<file path="config.mk">
export PLATFORM = sky130hd
export DESIGN_NAME = lane_stream_to_a
export DESIGN_NICKNAME = d
export VERILOG_FILES = /design/src/rtl/keccak_pkg.sv /design/src/rtl/s_to_a.sv /design/src/rtl/lane_stream_to_a.sv
export SDC_FILE = /design/constraint.sdc
export NUM_CORES = 2
export LEC_CHECK = 0
export CELL_PAD_IN_SITES_DETAIL_PLACEMENT = 0
export CELL_PAD_IN_SITES_GLOBAL_PLACEMENT = 1
export CORE_AREA = 2 2 656 658
export DETAILED_ROUTE_END_ITERATION = 12
export DIE_AREA = 0 0 658 660
export PLACE_DENSITY = 0.33
export REMOVE_ABC_BUFFERS = 1
export SETUP_SLACK_MARGIN = 0.2
export SYNTH_ARGS = -nofsm -noshare
export SYNTH_HDL_FRONTEND = slang
export SYNTH_SLANG_ARGS = --single-unit
</file>
<file path="constraint.sdc">
create_clock -name clk -period 4.6 [get_ports clk]
set_input_delay 1.15 -clock clk [delete_from_list [all_inputs] [get_ports clk]]
set_output_delay 1.15 -clock clk [all_outputs]
set_load 0.1 [all_outputs]
</file>
<file path="src/rtl/keccak_pkg.sv">
// Shared Keccak-f[1600] constants, state-array type and unpacker FSM encoding.
package keccak_pkg;

    localparam int LANE_W    = 64;
    localparam int NUM_LANES = 25;
    localparam int STATE_W   = 1600;

    // A[x][y][z], x and y in 0..4, z in 0..63
    typedef logic [0:4][0:4][0:LANE_W-1] state_array_t;

    typedef enum logic [0:0] {
        FILL = 1'b0,
        HOLD = 1'b1
    } fsm_state_t;

    // Bit offset of lane idx inside the flat state vector
    function automatic int lane_base(input int idx);
        return LANE_W * idx;
    endfunction

endpackage

</file>
<file path="src/rtl/s_to_a.sv">
// Combinational unpacking of the flat 1600-bit state into the A[x][y][z] array;
// inverse of the state-array-to-flat-vector packer.
import keccak_pkg::*;

module s_to_a (
    input  logic [STATE_W-1:0] s,
    output state_array_t       a
);

    for (genvar x = 0; x < 5; x++) begin : g_x
        for (genvar y = 0; y < 5; y++) begin : g_y
            for (genvar z = 0; z < LANE_W; z++) begin : g_z
                assign a[x][y][z] = s[lane_base(5 * y + x) + z];
            end
        end
    end

endmodule

</file>
<file path="src/rtl/lane_stream_to_a.sv">
// Receive-side lane unpacker: assembles RATE_LANES 64-bit lanes into the held
// Keccak state and offers it as A[x][y][z]. Define SPONGE_XOR_EN to XOR-absorb lanes.
import keccak_pkg::*;

module lane_stream_to_a #(
    parameter int RATE_LANES = 17
) (
    input  logic              clk,
    input  logic              rst,
    input  logic              clr,
    input  logic              in_valid,
    output logic              in_ready,
    input  logic [LANE_W-1:0] in_lane,
    output logic              a_valid,
    input  logic              a_ready,
    output state_array_t      A
);

    localparam logic [4:0] LAST_LANE = 5'(RATE_LANES - 1);

    fsm_state_t         state_r;
    logic [4:0]         lane_cnt_r;
    logic [STATE_W-1:0] s_r;
    logic               in_ready_r;
    logic               a_valid_r;
    logic               accept_s;
    logic               last_s;
    logic [LANE_W-1:0]  lane_new_s [NUM_LANES];

    for (genvar i = 0; i < NUM_LANES; i++) begin : g_lane_new
`ifdef SPONGE_XOR_EN
        assign lane_new_s[i] = s_r[lane_base(i) +: LANE_W] ^ in_lane;
`else
        assign lane_new_s[i] = in_lane;
`endif
    end

    // Lane accept qualification and last-rate-lane detection
    always_comb begin
        accept_s = 1'b0;
        last_s   = 1'b0;
        if ((state_r == FILL) && in_valid) begin
            accept_s = 1'b1;
        end else begin
            accept_s = 1'b0;
        end
        if (lane_cnt_r == LAST_LANE) begin
            last_s = 1'b1;
        end else begin
            last_s = 1'b0;
        end
    end

    // FILL/HOLD sequencing, lane counter and state storage
    always_ff @(posedge clk) begin
        if (rst || clr) begin
            state_r    <= FILL;
            lane_cnt_r <= 5'd0;
            s_r        <= '0;
            in_ready_r <= 1'b1;
            a_valid_r  <= 1'b0;
        end else begin
            case (state_r)
                FILL: begin
                    if (accept_s) begin
                        // Only rate lanes are reachable; capacity lanes keep their value
                        for (int i = 0; i < RATE_LANES; i++) begin
                            if (lane_cnt_r == 5'(i)) begin
                                s_r[lane_base(i) +: LANE_W] <= lane_new_s[i];
                            end
                        end
                        if (last_s) begin
                            lane_cnt_r <= 5'd0;
                            state_r    <= HOLD;
                            in_ready_r <= 1'b0;
                            a_valid_r  <= 1'b1;
                        end else begin
                            lane_cnt_r <= lane_cnt_r + 5'd1;
                        end
                    end
                end
                HOLD: begin
                    if (a_ready) begin
                        state_r    <= FILL;
                        in_ready_r <= 1'b1;
                        a_valid_r  <= 1'b0;
                    end
                end
                default: begin
                    state_r    <= FILL;
                    lane_cnt_r <= 5'd0;
                    in_ready_r <= 1'b1;
                    a_valid_r  <= 1'b0;
                end
            endcase
        end
    end

    assign in_ready = in_ready_r;
    assign a_valid  = a_valid_r;

    s_to_a u_s_to_a (
        .s (s_r),
        .a (A)
    );

endmodule

</file>
[After elaboration in Yosys (flattened, before gate mapping)]
Index checks and enable logic that the tools add are counted.
Operators by class
  add/sub/neg operators: 1
  multiply operators: 0
  divide/modulo/power cells: 0
  $lt $le $gt $ge: 0
  equality and inequality tests: 19
  shift operators: 0
  mux-type cells: 15
  bitwise operators: 1
  reduce and logical (&&, ||, !) cells: 22
Operators with widths (count)
  $reduce_and 3->1: 18
  $eq 5x4->1 const B: 8
  $eq 5x3->1 const B: 4
  $mux 1: 11
  $eq 5x2->1 const B: 2
  $ne 2x2->1 const B: 3
  $pmux 1 s2: 3
  $add 5x1->5 const B: 1
  $eq 5x1->1 const B: 1
  $eq 5x5->1 const B: 1
  $logic_not 5->1: 1
  $mux 5: 1
  $reduce_and 2->1: 1
  $logic_and 1x1->1: 1
  $logic_or 1x1->1: 1
  $not 1->1: 1
Word-level totals
  register bits after elaboration: 1096
  latch bits: 0
  bits in writable memories: 0
  memory bits (read-only): 0
  input port bits: 69
  logic and storage cells: 79
  memories: 0

[Depth between registers and ports, before layout]
  depth in word-level cells: 5
  gate-level depth with buffers: 8
  depth with buffers taken out: 6

[Modules after synthesis]
A second synthesis with hierarchy kept.
Second synthesis, totals
  cells, all modules: 5387
  area total of the unflattened synthesis: 51164.1 um2
By module, submodules not included
  lane_stream_to_a: instances 1, cells each 3787, area each 39152.6 um2, seq. area each 21941.0 um2
  s_to_a: instances 1, cells each 1600, area each 12011.5 um2, seq. area each 0.0 um2

[Worst setup path after synthesis]
OpenSTA, ideal clock, no wires.
  path kind: input to register
  from: in clr
  to: reg s_r[128]
  library setup time: 0.072 ns
  data arrival time: 2.410 ns
  required time: 4.528 ns
  setup slack: 2.118 ns
  cell stages on the path: 6
  path buffers: 3
  cells stage by stage: nor2_1 buf_2 clkbuf_1 clkbuf_1 nand2_1 mux2i_1
Between the ends
  longest elaborated chain between the ends: 1
RTL lines
  from (decl): RTL line lane_stream_to_a.sv:10  | input logic clr,
  $logic_or 1x1->1: RTL line lane_stream_to_a.sv:56  | if (rst || clr) begin
  to (signal, indexed assignment): RTL line lane_stream_to_a.sv:69  | s_r[lane_base(i) +: LANE_W] <= lane_new_s[i];
  to (decl): RTL line lane_stream_to_a.sv:23  | logic [STATE_W-1:0] s_r;
Every way passes these cells.
A chain may end at the register's enable or synchronous reset.

[Worst setup path in the final report]
  from: reg s_r[960]
  to: out A[1407] in the netlist's numbering
RTL lines
  to (decl): RTL line lane_stream_to_a.sv:16  | output state_array_t A
No word-level cell between the ends.

==> flow_summary.ini <==
[critical_path]
cp_max_fo = 2
path_cells = clkdlybuf4s50_1
arrival_ps = 2550
cp-end-kind = output port
start_kind = flop
cp_slowest_cell = clkdlybuf4s50_1
crit_buf_inv = 1
cp_top_family = buffers and inverters
worstPathRequired_ps = 3450
critPathKind = flop to output port
max_stage_delay_ps = 1300

[clock_network]
cts_made_buffers = 158
clock-sinks = 1096
clockBufferDepth = 4
ctsResizeCount = 0
hold_buffers = 0
tritoncts = done
postCtsSetupBuffers = 0
cts_root_buf = clkbuf_16
path_clk_slew_ps = 60
cts-htree-levels = 4
clk_latency_ps = 840

[global_route]
grt_usage = 0.111
grt_pass1_vias = 32258
grt_pass1_wl_um = 326000
grt_max_degree = 116
grt-ovfl-total = 0
antenna_found_initial = 27

[detailed_routing]
drt_iter0_markers = 1306
drt_wl_total_um = 252000
ant_nets = 0
via_per_inst = 2.90
drt_first_pass_iters = 5
wire_per_inst_um = 22.5
vias = 32451
drc = 0

[timing]
rsz0062_at_grt = false
fin_crit_sh = 0.804
hold_violations = 0
setup_tns_ps = 0
period_needed_ps = 3700
slew_headroom = 0.182
worst_pin_slew_ps = 1220
max_freq_mhz = 270
setup_viol = 0
finClkSkew_ps = 44.8
report.final.slew_viol_count = 0

[yosys]
async_reset_ff_frac = 0
synth_top_cell_by_area = dfxtp_1
postSynthCellCount = 4299
ys_seq_area_frac = 0.510
syn_area_um2 = 43000
ys.warnings.count = 0
avgSynthCellArea_um2 = 10.0
yosys-top-cells-area = dfxtp_1 51%, mux2i_1 24%, nand2_1 11%
ys_seq_elements = 1096
synth_ff_type = dfxtp_1
ys_types = 33
synth_edf_count = 0
yosysTopAreaCellShare = 0.510

[power]
vdd_drop_max_uv = 260
p_leak_nw = 28.0
power_density_nw_per_um2 = 380

[status]
status = complete, no violations

[placed_design]
gp_congestion = 0.713
hpwl_um = 181000
port-buffer-count = 1158

[final_layout]
drive_above_1_share = 0.0769
nets = 5476
area_delta_synth_final_pct = 50.3
final_core_util = 0.151

[floorplanning]
die_w_um = 658
die_y_um = 660
io_pins = 1671
dieArea_um2 = 434000
fp.coreArea_um2 = 427000
rows = 240
start_util = 0.101

[flow_run]
drv_cap = 0

[worst_hold_path]
holdCritPathClass = flop to flop
[through the flow]
step	power (mW)	setup WS, ps	cell area [µm²]	std cells	hold slack [ps]
finish	24.6	899	64600	11206	453
global route	25.6	758	64600	11200	472
CTS	25.3	733	64600	11199	459
detailed placement	12.5	851	59600	10929	446
global placement	12.5	859	59600	10929	443
floorplan	12.0	-38310	39400	3974	486
[flip-flops by register name, indices dropped and copies added (netlist names)]
| name | count |
|---|---|
| a_valid | 1 |
| in_ready | 1 |
| lane_cnt_r | 5 |
| s_r | 1088 |
| state_r | 1 |
[cells in the final DEF, fill, tap and decap left out, types with 4 or more instances in the layout]
cell type and count:
nand2_2 5, clkinv_2 16, nand2_1 1216, inv_6 8, a21oi_1 68, conb_1 512
ha_1 5, clkbuf_8 36, bufinv_16 4, buf_4 119, clkbuf_16 160, dfxtp_1 1096
clkdlybuf4s50_1 1104, nand3_4 14, clkbuf_1 38, buf_12 43, mux2i_1 1024, diode_2 7
[routing by layer]
metal,vias to the layer above,global-route usage,share of wire
li1,15218,-,-
met1,15764,0.120,0.38
met2,1145,0.202,0.51
met3,318,0.0374,0.073
met4,6,0.0371,0.037
met5,-,0,0.00016
[kinds of logic after synthesis]
kind of cell / count (synthesis) / synth area share
buffers and inverters: 839 / 0.128
DFF: 1096 / 0.510
AOI/OAI and AO/OA: 72 / 0.00864
and+or+nand+nor: 1261 / 0.112
muxes: 1024 / 0.238
adders and majority gates: 5 / 0.00146
other: 1 / 0.0000872
xor gates and xnor gates: 1 / 0.000204
[synthesized netlist by cell type (all sizes together) (2+ instances only)]
master  instances
buf           641
nand3          16
inv             3
a21oi          68
mux2i        1024
ha              5
or3             3
clkbuf        195
nand2        1221
nor4b           2
dfxtp        1096
nand3b          3
nor4            2
nor2            2
nand2b          3
and3            3
[power by group]
part           leakage (nW)  total [mW]  switching (mW)  internal (mW)
Clock                  2.48        12.3            5.09           7.20
Combinational          16.7        2.74            2.54          0.206
Sequential             8.83        9.54          0.0145           9.52
[cell type report]
type	count	area [µm²]
diodes	7	17.5
clock buffers	234	4640
clock inverters	36	395
fillers	48001	362000
inverters	3	11.3
multi-input cells	2875	17700
flip-flops and latches	1096	21900
well taps	5687	7120
repair buffers	1268	12800
[worst paths after layout]
| path | start | to | slack, ps | cells after the start |
|---|---|---|---|---|
| setup / recovery | s_r[960] | A[1407] | 900 | 1 |
| hold / removal | s_r[974] | s_r[974] | 450 | 2 |
| setup reg to reg | state_r | s_r[263] | 1610 | 4 |
| hold reg to reg | s_r[974] | s_r[974] | 450 | 2 |
No activity file was read; power rests on OpenSTA's default activity.
